### src/rtl/ifetch_pkg.sv
// ifetch_pkg: shared types and constants for the instruction-fetch controller.
package ifetch_pkg;

  typedef enum logic [1:0] {
    IDLE = 2'd0,
    READ = 2'd1,
    DONE = 2'd2
  } state_e;

  localparam int          INST_BYTES = 4;
  localparam int          CNT_W      = 3;
  // Instruction IF substitutes while a redirect is in progress.
  localparam logic [31:0] NOP_INST   = 32'h0000_0013;

endpackage

### src/rtl/ifetch_lastbuf.sv
// ifetch_lastbuf: one-entry {valid, tag, word} buffer of the last completed fetch.
module ifetch_lastbuf (
  input  logic        clk_i,
  input  logic        rst_ni,
  input  logic        upd_i,
  input  logic [31:0] tag_i,
  input  logic [31:0] word_i,
  input  logic [31:0] look_i,
  output logic        hit_o,
  output logic [31:0] word_o
);

  logic        valid_q;
  logic [31:0] tag_q;
  logic [31:0] word_q;

  // Valid bit is control: cleared by reset, set by every completed fetch.
  always_ff @(posedge clk_i) begin
    if (!rst_ni) begin
      valid_q <= 1'b0;
    end else if (upd_i) begin
      valid_q <= 1'b1;
    end
  end

  // Tag and word are plain data storage, qualified by valid_q.
  always_ff @(posedge clk_i) begin
    if (upd_i) begin
      tag_q  <= tag_i;
      word_q <= word_i;
    end
  end

  assign hit_o  = valid_q && (tag_q == look_i);
  assign word_o = word_q;

endmodule

### src/rtl/ifetch_mem.sv
// ifetch_mem: fetches a 32-bit instruction as four little-endian bytes from an
// 8-bit synchronous-read RAM. Optional last-fetch buffer: IFETCH_LASTBUF_EN.
module ifetch_mem
  import ifetch_pkg::*;
#(
  parameter int RAM_LAT = 1
) (
  input  logic        clk,
  input  logic        rst,
  input  logic        req,
  input  logic [31:0] pc,
  input  logic        flush,
  output logic        ok,
  output logic [31:0] dt,
  output logic        busy,
  output logic [31:0] mem_a,
  output logic        mem_rd,
  input  logic [7:0]  mem_din
);

  state_e             state_q, state_d;
  logic [CNT_W-1:0]   icnt_q, icnt_d;
  logic [CNT_W-1:0]   ccnt_q, ccnt_d;
  logic [31:0]        base_q, base_d;
  logic [31:0]        asm_q, asm_d;
  logic [31:0]        dt_q, dt_d;
  logic               ok_q, ok_d;

  logic [31:0]        req_base;
  logic               issue;
  logic               capture;
  logic               hit;
  logic [31:0]        hit_word;
  logic               unused_pc;

  // Byte offset within the word is irrelevant: fetches are always word aligned.
  assign req_base  = {pc[31:2], 2'b00};
  assign unused_pc = ^pc[1:0];

  // A byte is returned RAM_LAT cycles after its address, so capture trails issue.
  assign issue   = (state_q == READ) && (icnt_q < CNT_W'(INST_BYTES));
  assign capture = (state_q == READ) && (int'(icnt_q) >= int'(ccnt_q) + RAM_LAT);

`ifdef IFETCH_LASTBUF_EN
  logic lb_upd;
  assign lb_upd = (state_q == DONE) && !flush;

  ifetch_lastbuf u_lastbuf (
    .clk_i  (clk),
    .rst_ni (rst),
    .upd_i  (lb_upd),
    .tag_i  (base_q),
    .word_i (asm_q),
    .look_i (req_base),
    .hit_o  (hit),
    .word_o (hit_word)
  );
`else
  assign hit      = 1'b0;
  assign hit_word = '0;
`endif

  // Next-state and datapath update; flush overrides everything, including req.
  always_comb begin
    state_d = state_q;
    icnt_d  = icnt_q;
    ccnt_d  = ccnt_q;
    base_d  = base_q;
    asm_d   = asm_q;
    dt_d    = dt_q;
    ok_d    = 1'b0;
    if (flush) begin
      state_d = IDLE;
      icnt_d  = '0;
      ccnt_d  = '0;
    end else begin
      case (state_q)
        IDLE: begin
          if (req) begin
            if (hit) begin
              ok_d = 1'b1;
              dt_d = hit_word;
            end else begin
              state_d = READ;
              base_d  = req_base;
              icnt_d  = '0;
              ccnt_d  = '0;
            end
          end
        end
        READ: begin
          if (issue) begin
            icnt_d = icnt_q + CNT_W'(1);
          end
          if (capture) begin
            asm_d[{ccnt_q[1:0], 3'b000} +: 8] = mem_din;
            ccnt_d = ccnt_q + CNT_W'(1);
            if (ccnt_q == CNT_W'(INST_BYTES - 1)) begin
              state_d = DONE;
            end
          end
        end
        DONE: begin
          ok_d    = 1'b1;
          dt_d    = asm_q;
          state_d = IDLE;
        end
        default: state_d = IDLE;
      endcase
    end
  end

  // Control and output registers with synchronous active-low reset.
  always_ff @(posedge clk) begin
    if (!rst) begin
      state_q <= IDLE;
      icnt_q  <= '0;
      ccnt_q  <= '0;
      ok_q    <= 1'b0;
      dt_q    <= '0;
    end else begin
      state_q <= state_d;
      icnt_q  <= icnt_d;
      ccnt_q  <= ccnt_d;
      ok_q    <= ok_d;
      dt_q    <= dt_d;
    end
  end

  // Fetch base and byte assembly are pure data, never consumed outside READ/DONE.
  always_ff @(posedge clk) begin
    base_q <= base_d;
    asm_q  <= asm_d;
  end

  assign ok     = ok_q;
  assign dt     = dt_q;
  assign busy   = (state_q != IDLE);
  assign mem_rd = issue;
  assign mem_a  = issue ? (base_q + 32'(icnt_q)) : 32'h0;

endmodule

### config.mk
export PLATFORM = sky130hd
export DESIGN_NAME = ifetch_mem
export DESIGN_NICKNAME = d
export VERILOG_FILES = /design/src/rtl/ifetch_pkg.sv /design/src/rtl/ifetch_lastbuf.sv /design/src/rtl/ifetch_mem.sv
export SDC_FILE = /design/constraint.sdc
export NUM_CORES = 1
export LEC_CHECK = 0
export BUFFER_PORTS_ARGS = -buffer_cell sky130_fd_sc_hd__buf_2
export CAP_MARGIN = 20
export CORE_MARGIN = 4
export CORE_UTILIZATION = 48
export DETAILED_ROUTE_END_ITERATION = 8
export PLACE_DENSITY = 0.75
export SYNTH_ARGS = -nofsm -noshare
export SYNTH_HDL_FRONTEND = slang
export SYNTH_SLANG_ARGS = --single-unit
### constraint.sdc
create_clock -name clk -period 2.6 [get_ports clk]
set_input_delay 0.52 -clock clk [delete_from_list [all_inputs] [get_ports clk]]
set_output_delay 0.52 -clock clk [all_outputs]
set_load 0.02 [all_outputs]
==> reports/qor.yml, run 1 <==
outcome:
  status: "finished, violations left"
  violations: "setup timing"
cts:
  cts-root-buf: "clkbuf_8"
  cts.sinks: 103
  path_clk_slew_ns: 0.11
  cts_buffer_depth: 2
  cts_tree: "yes"
  h-tree-depth: 3
  cts_inserted_buffers: 9
  cts_hold_buf: 0
  clk_latency_ns: 0.37
layout:
  nets: 661
  fill_cells: 730
  drive_above_1_share: 0.3744
  area_growth_pct: 32.44
  n_antenna_cell: 0
synth:
  synth.area.top_cells: "edfxtp_1 40%, dfxtp_1 18%, nand2_1 6.8%, a21boi_0 5.2%, ha_1 3.5%"
  synth_fa_ha_area_frac: 0.03503
  syn_inst: 443
  muxShareOfSynthArea: 0
  netlist.area_leader.share: 0.4010
  synth_nets: 500
  ys_ff_latch: 103
  synth_simple_gate_area_frac: 0.2282
  synth_largest_area_cell: "edfxtp_1"
  synthArstFlopShare: 0
  synth_compound_gate_area_share: 0.1129
  synth_ff_type: "edfxtp_1"
  syn_area_mm2: 0.004643
  synth_area_per_cell_um2: 10.48
  synthDistinctLibCells: 38
  yosys_warnings: 0
  synth.most_common_cell: "nand2_1"
  synth_edf_count: 62
  synth_xor_area_frac: 0.02075
  synthTopCellsByCount: "84 x nand2_1, 62 x edfxtp_1, 41 x dfxtp_1"
  synth_top_family_by_area: "simple AND/OR/NAND/NOR gates"
  seq_area_frac_synth: 0.5777
die:
  die_h_um: 106.4
  initial_core_util: 0.4978
  ios: 111
  chipWidth_um: 106.4
  num_rows: 35
  design.core.area_mm2: 0.009328
  dieArea_mm2: 0.01131
global_routing:
  use_met3: 0.05343
  antenna_found_initial: 1
  gr-total-overflow: 0
  track_usage: 0.2061
  top_usage_layer: "met2"
  grt.met2_usage: 0.3303
  grt_pass1_wl_um: 18640
  grt_pass1_vias: 3920
  grt_use_met1: 0.2607
  grt_max_degree: 33
sta:
  worst_pin_slew_ns: 0.6415
  maxSlewViolCount: 0
  min_period_ns: 2.618
  rsz0062_at_grt: "yes"
  tns_ns: -0.01800
  fmax_ghz: 0.3820
  finalWorstSetupSlack_ns: -0.01800
  slew_headroom: 0.5723
  post-route-period-util: 1.007
  worst_clock_skew_ns: 0.01185
  hold_viol_final: 0
  setup_viol: 1
detailed_routing:
  drt_first_pass_iters: 5
  drc: 0
  viasPerCell: 5.461
  vias: 4030
  routedWlPerCell_um: 16.44
  ant_nets: 0
  wirelength_um: 12130
  drt-initial-drc-count: 261
pwr:
  combPwrFrac: 0.075
  p_total_mw: 2.981
  netSwitchingFraction: 0.2531
  power.density_mw_per_mm2: 484.8
  ir_drop_mv: 0.3368
  p_switching_mw: 0.7546
  p_seq_frac: 0.592
  leakagePower_nw: 2.389
  power.share.clock: 0.333
  internal-power_mw: 2.227
placed_design:
  io_buffers: 108
  hpwlAfterDp_um: 7574
  gp_congestion: 0.8566
critical_path:
  path_max_fanout: 7
  cp-start-kind: "flip-flop"
  required_ns: 2.08
  worstPathArrival_ns: 2.10
  path_class: "flip-flop to output port"
  critPathCaptureType: "output port"
flow_run:
  drv_cap: 0
hold_path:
  worstHoldPathType: "primary input to flip-flop"
-- per-layer routing --
metal,part of all wire,vias up
met5,0.00058,-
met4,0.027,2
met3,0.066,32
met2,0.48,170
met1,0.42,1928
li1,-,1898
-- cell usage in the layout (no fill, tap or decap), types with 5 or more instances in the layout --
cell / n
clkbuf_8: 9
nand4_1: 5
o31ai_1: 6
and2_1: 14
or3_1: 6
a21oi_1: 10
a21boi_0: 32
buf_4: 68
and4_4: 5
buf_2: 94
nand3_1: 11
edfxtp_1: 62
or4_4: 7
dfxtp_1: 40
xor2_1: 9
or4_1: 7
a21oi_2: 8
nand2_1: 84
nand2b_1: 12
o211ai_1: 7
nor2_1: 37
ha_1: 11
inv_1: 9
-- layout make-up --
cell class                      instances  area, um^2  share of cell area
Sequential cell                       103        2684              0.4364
Clock buffer                            9       123.9             0.02014
Inverter                               10       41.29            0.006714
Clock inverter                          7       68.82             0.01119
Tap cell                              129       161.4             0.02625
Multi-Input combinational cell        313        2037              0.3312
Timing Repair Buffer                  167        1033              0.1681
-- cells by family after synthesis --
logic type      Yosys count
buf+inv                  29
xor+xnor                 11
simple gates            210
fa+ha+maj                13
flops                   103
compound gates           77
-- power by group through the flow --
| stage | Sequential, mW | Clock (mW) | Combinational [mW] |
|---|---|---|---|
| final | 1.76 | 0.993 | 0.224 |
| after global routing | 1.77 | 1.10 | 0.241 |
| after CTS | 1.77 | 1.01 | 0.191 |
| after detailed placement | 1.80 | 0 | 0.167 |
| after global placement | 1.80 | 0 | 0.163 |
| after floorplan | 1.80 | 0 | 0.0897 |
-- through the flow --
step	setup WS [ns]	instance area (um^2)	hold WS, ns	utilization	cells
after global placement	0.1556	5375	0.4494	0.5763	675
after CTS	-0.002103	5889	0.2983	0.6314	719
after floorplan	0.06113	4643	0.4770	-	443
final	-0.01800	6150	0.3180	0.6593	738
after global routing	-0.07714	6150	0.2891	0.6593	738
after detailed placement	0.05412	5375	0.4547	0.5763	675
-- worst paths after layout --
| path | startpoint | to | slack [ns] | cells past startpoint |
|---|---|---|---|---|
| max | base_q[6] | mem_a[28] | -0.02 | 5 |
| min | pc[24] | base_q[24] | 0.32 | 1 |
| max reg2reg | ccnt_q[1] | asm_q[9] | 0.16 | 8 |
| min reg2reg | dt[13] | dt[13] | 0.47 | 2 |
-- critical path: stages (launching register included) --
cell and delay (ns):
edfxtp_1 0.38, and4_4 0.30, nand4_4 0.18, or4_4 0.55, a21oi_2 0.17, buf_4 0.16
-- state kept, by name, summed over array words and instances, names as in the netlist --
signal,flops
icnt_q,3
ccnt_q,3
dt,32
ok,1
state_q,2
base_q,30
asm_q,32
-- what timing repair did --
action                                  CTS  global route
setup buffers                            26            19
endpoints found under the hold margin     0             0
resized for setup                        33            33
endpoints found under the setup margin   18            50
pin swaps                                 8            10
gates cloned                              2             0
Power figures use the tool's default switching activity.
==> run 2: changes to the inputs <==
--- a/config.mk
+++ b/config.mk
@@ -7,10 +7,12 @@
 export LEC_CHECK = 0
 export BUFFER_PORTS_ARGS = -buffer_cell sky130_fd_sc_hd__buf_2
 export CAP_MARGIN = 20
+export CORE_ASPECT_RATIO = 1.1
 export CORE_MARGIN = 4
 export CORE_UTILIZATION = 48
 export DETAILED_ROUTE_END_ITERATION = 8
 export PLACE_DENSITY = 0.75
 export SYNTH_ARGS = -nofsm -noshare
 export SYNTH_HDL_FRONTEND = slang
+export SYNTH_HIERARCHICAL = 1
 export SYNTH_SLANG_ARGS = --single-unit
==> reports/qor.yml, run 2 <==
synth:
  syn_area_mm2: 0.004643
  synth_area_per_cell_um2: 10.48
  yosys_warnings: 6
  syn_inst: 443
  seq_area_frac_synth: 0.5777
  synth.area.top_cells: "edfxtp_1 40%, dfxtp_1 18%, nand2_1 6.8%, a21boi_0 5.2%, ha_1 3.5%"
  synthTopCellsByCount: "84 x nand2_1, 62 x edfxtp_1, 41 x dfxtp_1"
  ys_ff_latch: 103
  synth_nets: 500
  synth_edf_count: 62
  synth.most_common_cell: "nand2_1"
  netlist.area_leader.share: 0.4010
  synthArstFlopShare: 0
  synth_largest_area_cell: "edfxtp_1"
  synth_ff_type: "edfxtp_1"
  synthDistinctLibCells: 38
pwr:
  p_total_mw: 2.971
  power.density_mw_per_mm2: 484.6
  ir_drop_mv: 0.3023
  leakagePower_nw: 2.365
die:
  dieArea_mm2: 0.01131
  ios: 111
  num_rows: 37
  chipWidth_um: 101.8
  design.core.area_mm2: 0.009398
  die_h_um: 111.2
  initial_core_util: 0.4941
layout:
  area_growth_pct: 32.04
  final_common_cell: "buf_2"
  layout_common_cells: "90 x buf_2, 81 x nand2_1, 62 x edfxtp_1"
  nets: 653
  n_antenna_cell: 0
  drive_above_1_share: 0.3694
  stdcell_area_mm2: 0.006131
critical_path:
  cpMaxStageDelayCell: "or4_4"
  path_max_fanout: 6
  cp_top_family: "simple AND/OR/NAND/NOR gates"
  worstPathArrival_ns: 2.14
  required_ns: 2.08
  critPathCaptureType: "output port"
  r2r_slack_ns: 0.17
  slowest_delay_ns: 0.44
  critPathBufInv: 2
  path_class: "flip-flop to output port"
  crit_chain: "and4_4 -> nand4_1 -> buf_4 -> or4_4 -> nand2_4 -> buf_6"
  cp-start-kind: "flip-flop"
placed_design:
  hpwlAfterDp_um: 7349
  gp_congestion: 0.8214
  io_buffers: 108
  placed_area_mm2: 0.005390
global_routing:
  use_met3: 0.05349
  grt_use_met1: 0.2263
  grt_pass1_wl_um: 17530
  grt_max_degree: 35
  top_usage_layer: "met2"
  grt_pass1_vias: 3758
  track_usage: 0.1945
  gr-total-overflow: 0
  grt.met2_usage: 0.3342
  antenna_found_initial: 0
outcome:
  violations: "setup timing"
  status: "finished, violations left"
detailed_routing:
  drc: 0
  viasPerCell: 5.429
  drt_first_pass_iters: 4
  vias: 3898
  drt-initial-drc-count: 214
  wirelength_um: 11670
  ant_nets: 0
  routedWlPerCell_um: 16.25
cts:
  cts_inserted_buffers: 9
  cts-root-buf: "clkbuf_8"
  path_clk_slew_ns: 0.11
  cts_tree: "yes"
  clk_latency_ns: 0.37
  h-tree-depth: 3
  cts.sinks: 103
  cts_buffer_depth: 2
sta:
  post-route-period-util: 1.025
  slew_headroom: 0.6075
  worst_clock_skew_ns: 0.01399
  fmax_ghz: 0.3753
  setup_viol: 8
  hold_viol_final: 0
  rsz0062_at_grt: "yes"
  min_period_ns: 2.665
  worst_pin_slew_ns: 0.5888
  maxSlewViolCount: 0
  finalWorstSetupSlack_ns: -0.06474
  tns_ns: -0.1885
hold_path:
  worstHoldPathType: "primary input to flip-flop"
flow_run:
  drv_cap: 0
## run 2: cell counts after synthesis
No cell type changed its count.
## run 2: timing repair
| action | in CTS | in global routing |
|---|---|---|
| buffers inserted | 20 | 12 |
| hold buffers | 0 | 0 |
| gates cloned | 2 | 1 |
| gates resized for setup | 40 | 40 |
| setup endpoints to repair | 42 | 46 |
| pin swaps | 7 | 13 |
## run 2: final timing paths
path              startpoint          to  cells after the start
setup / recovery  base_q[10]   mem_a[20]                      6
hold / removal        pc[21]  base_q[21]                      1
setup reg to reg   ccnt_q[0]    asm_q[9]                      9
hold reg to reg        dt[8]       dt[8]                      2
## run 2: worst register-to-register path, stage by stage, from the launching register on
cell	delay [ns]
dfxtp_1	0.37
ha_1	0.22
ha_1	0.28
ha_1	0.29
a21o_1	0.10
a31oi_1	0.05
nor4b_2	0.34
buf_4	0.19
and2_1	0.12
buf_4	0.18
## run 2: per-layer routing
layer  part of all wire  routed length [um]
met1               0.39                4567
met3              0.077                 904
met4              0.031                 359
met5                  0                   0
met2               0.50                5833
## run 2: final cells by class
class                           count  area (um^2)
Fill cell                         752         3267
Sequential cell                   103         2684
Multi-Input combinational cell    314         2061
Timing Repair Buffer              158         1002
Tap cell                          117        146.4
Clock buffer                        9        123.9
Clock inverter                      7        72.57
Inverter                           10        41.29
## run 2: per-stage QoR
stage	hold slack, ns	instances	setup slack [ns]	util
finish	0.3140	718	-0.06474	0.6524
global route	0.2940	718	-0.1364	0.6524
detailed placement	0.4538	667	-0.03672	0.5736
floorplan	0.4770	443	0.06113	-
CTS	0.3023	705	-0.002054	0.6259
global placement	0.4486	667	-0.002225	0.5736
## run 2: cells by family after synthesis
kind of cell | Yosys count | share of synthesized area
xor+xnor | 11 | 0.02075
buf+inv | 29 | 0.02533
compound gates | 77 | 0.1129
simple gates | 210 | 0.2282
fa+ha+maj | 13 | 0.03503
flops | 103 | 0.5777
## run 2: report_power, final
group	total (mW)	internal, mW	switching [mW]
logic	0.208	0.0894	0.118
clock network	0.996	0.379	0.617
registers	1.77	1.75	0.0199
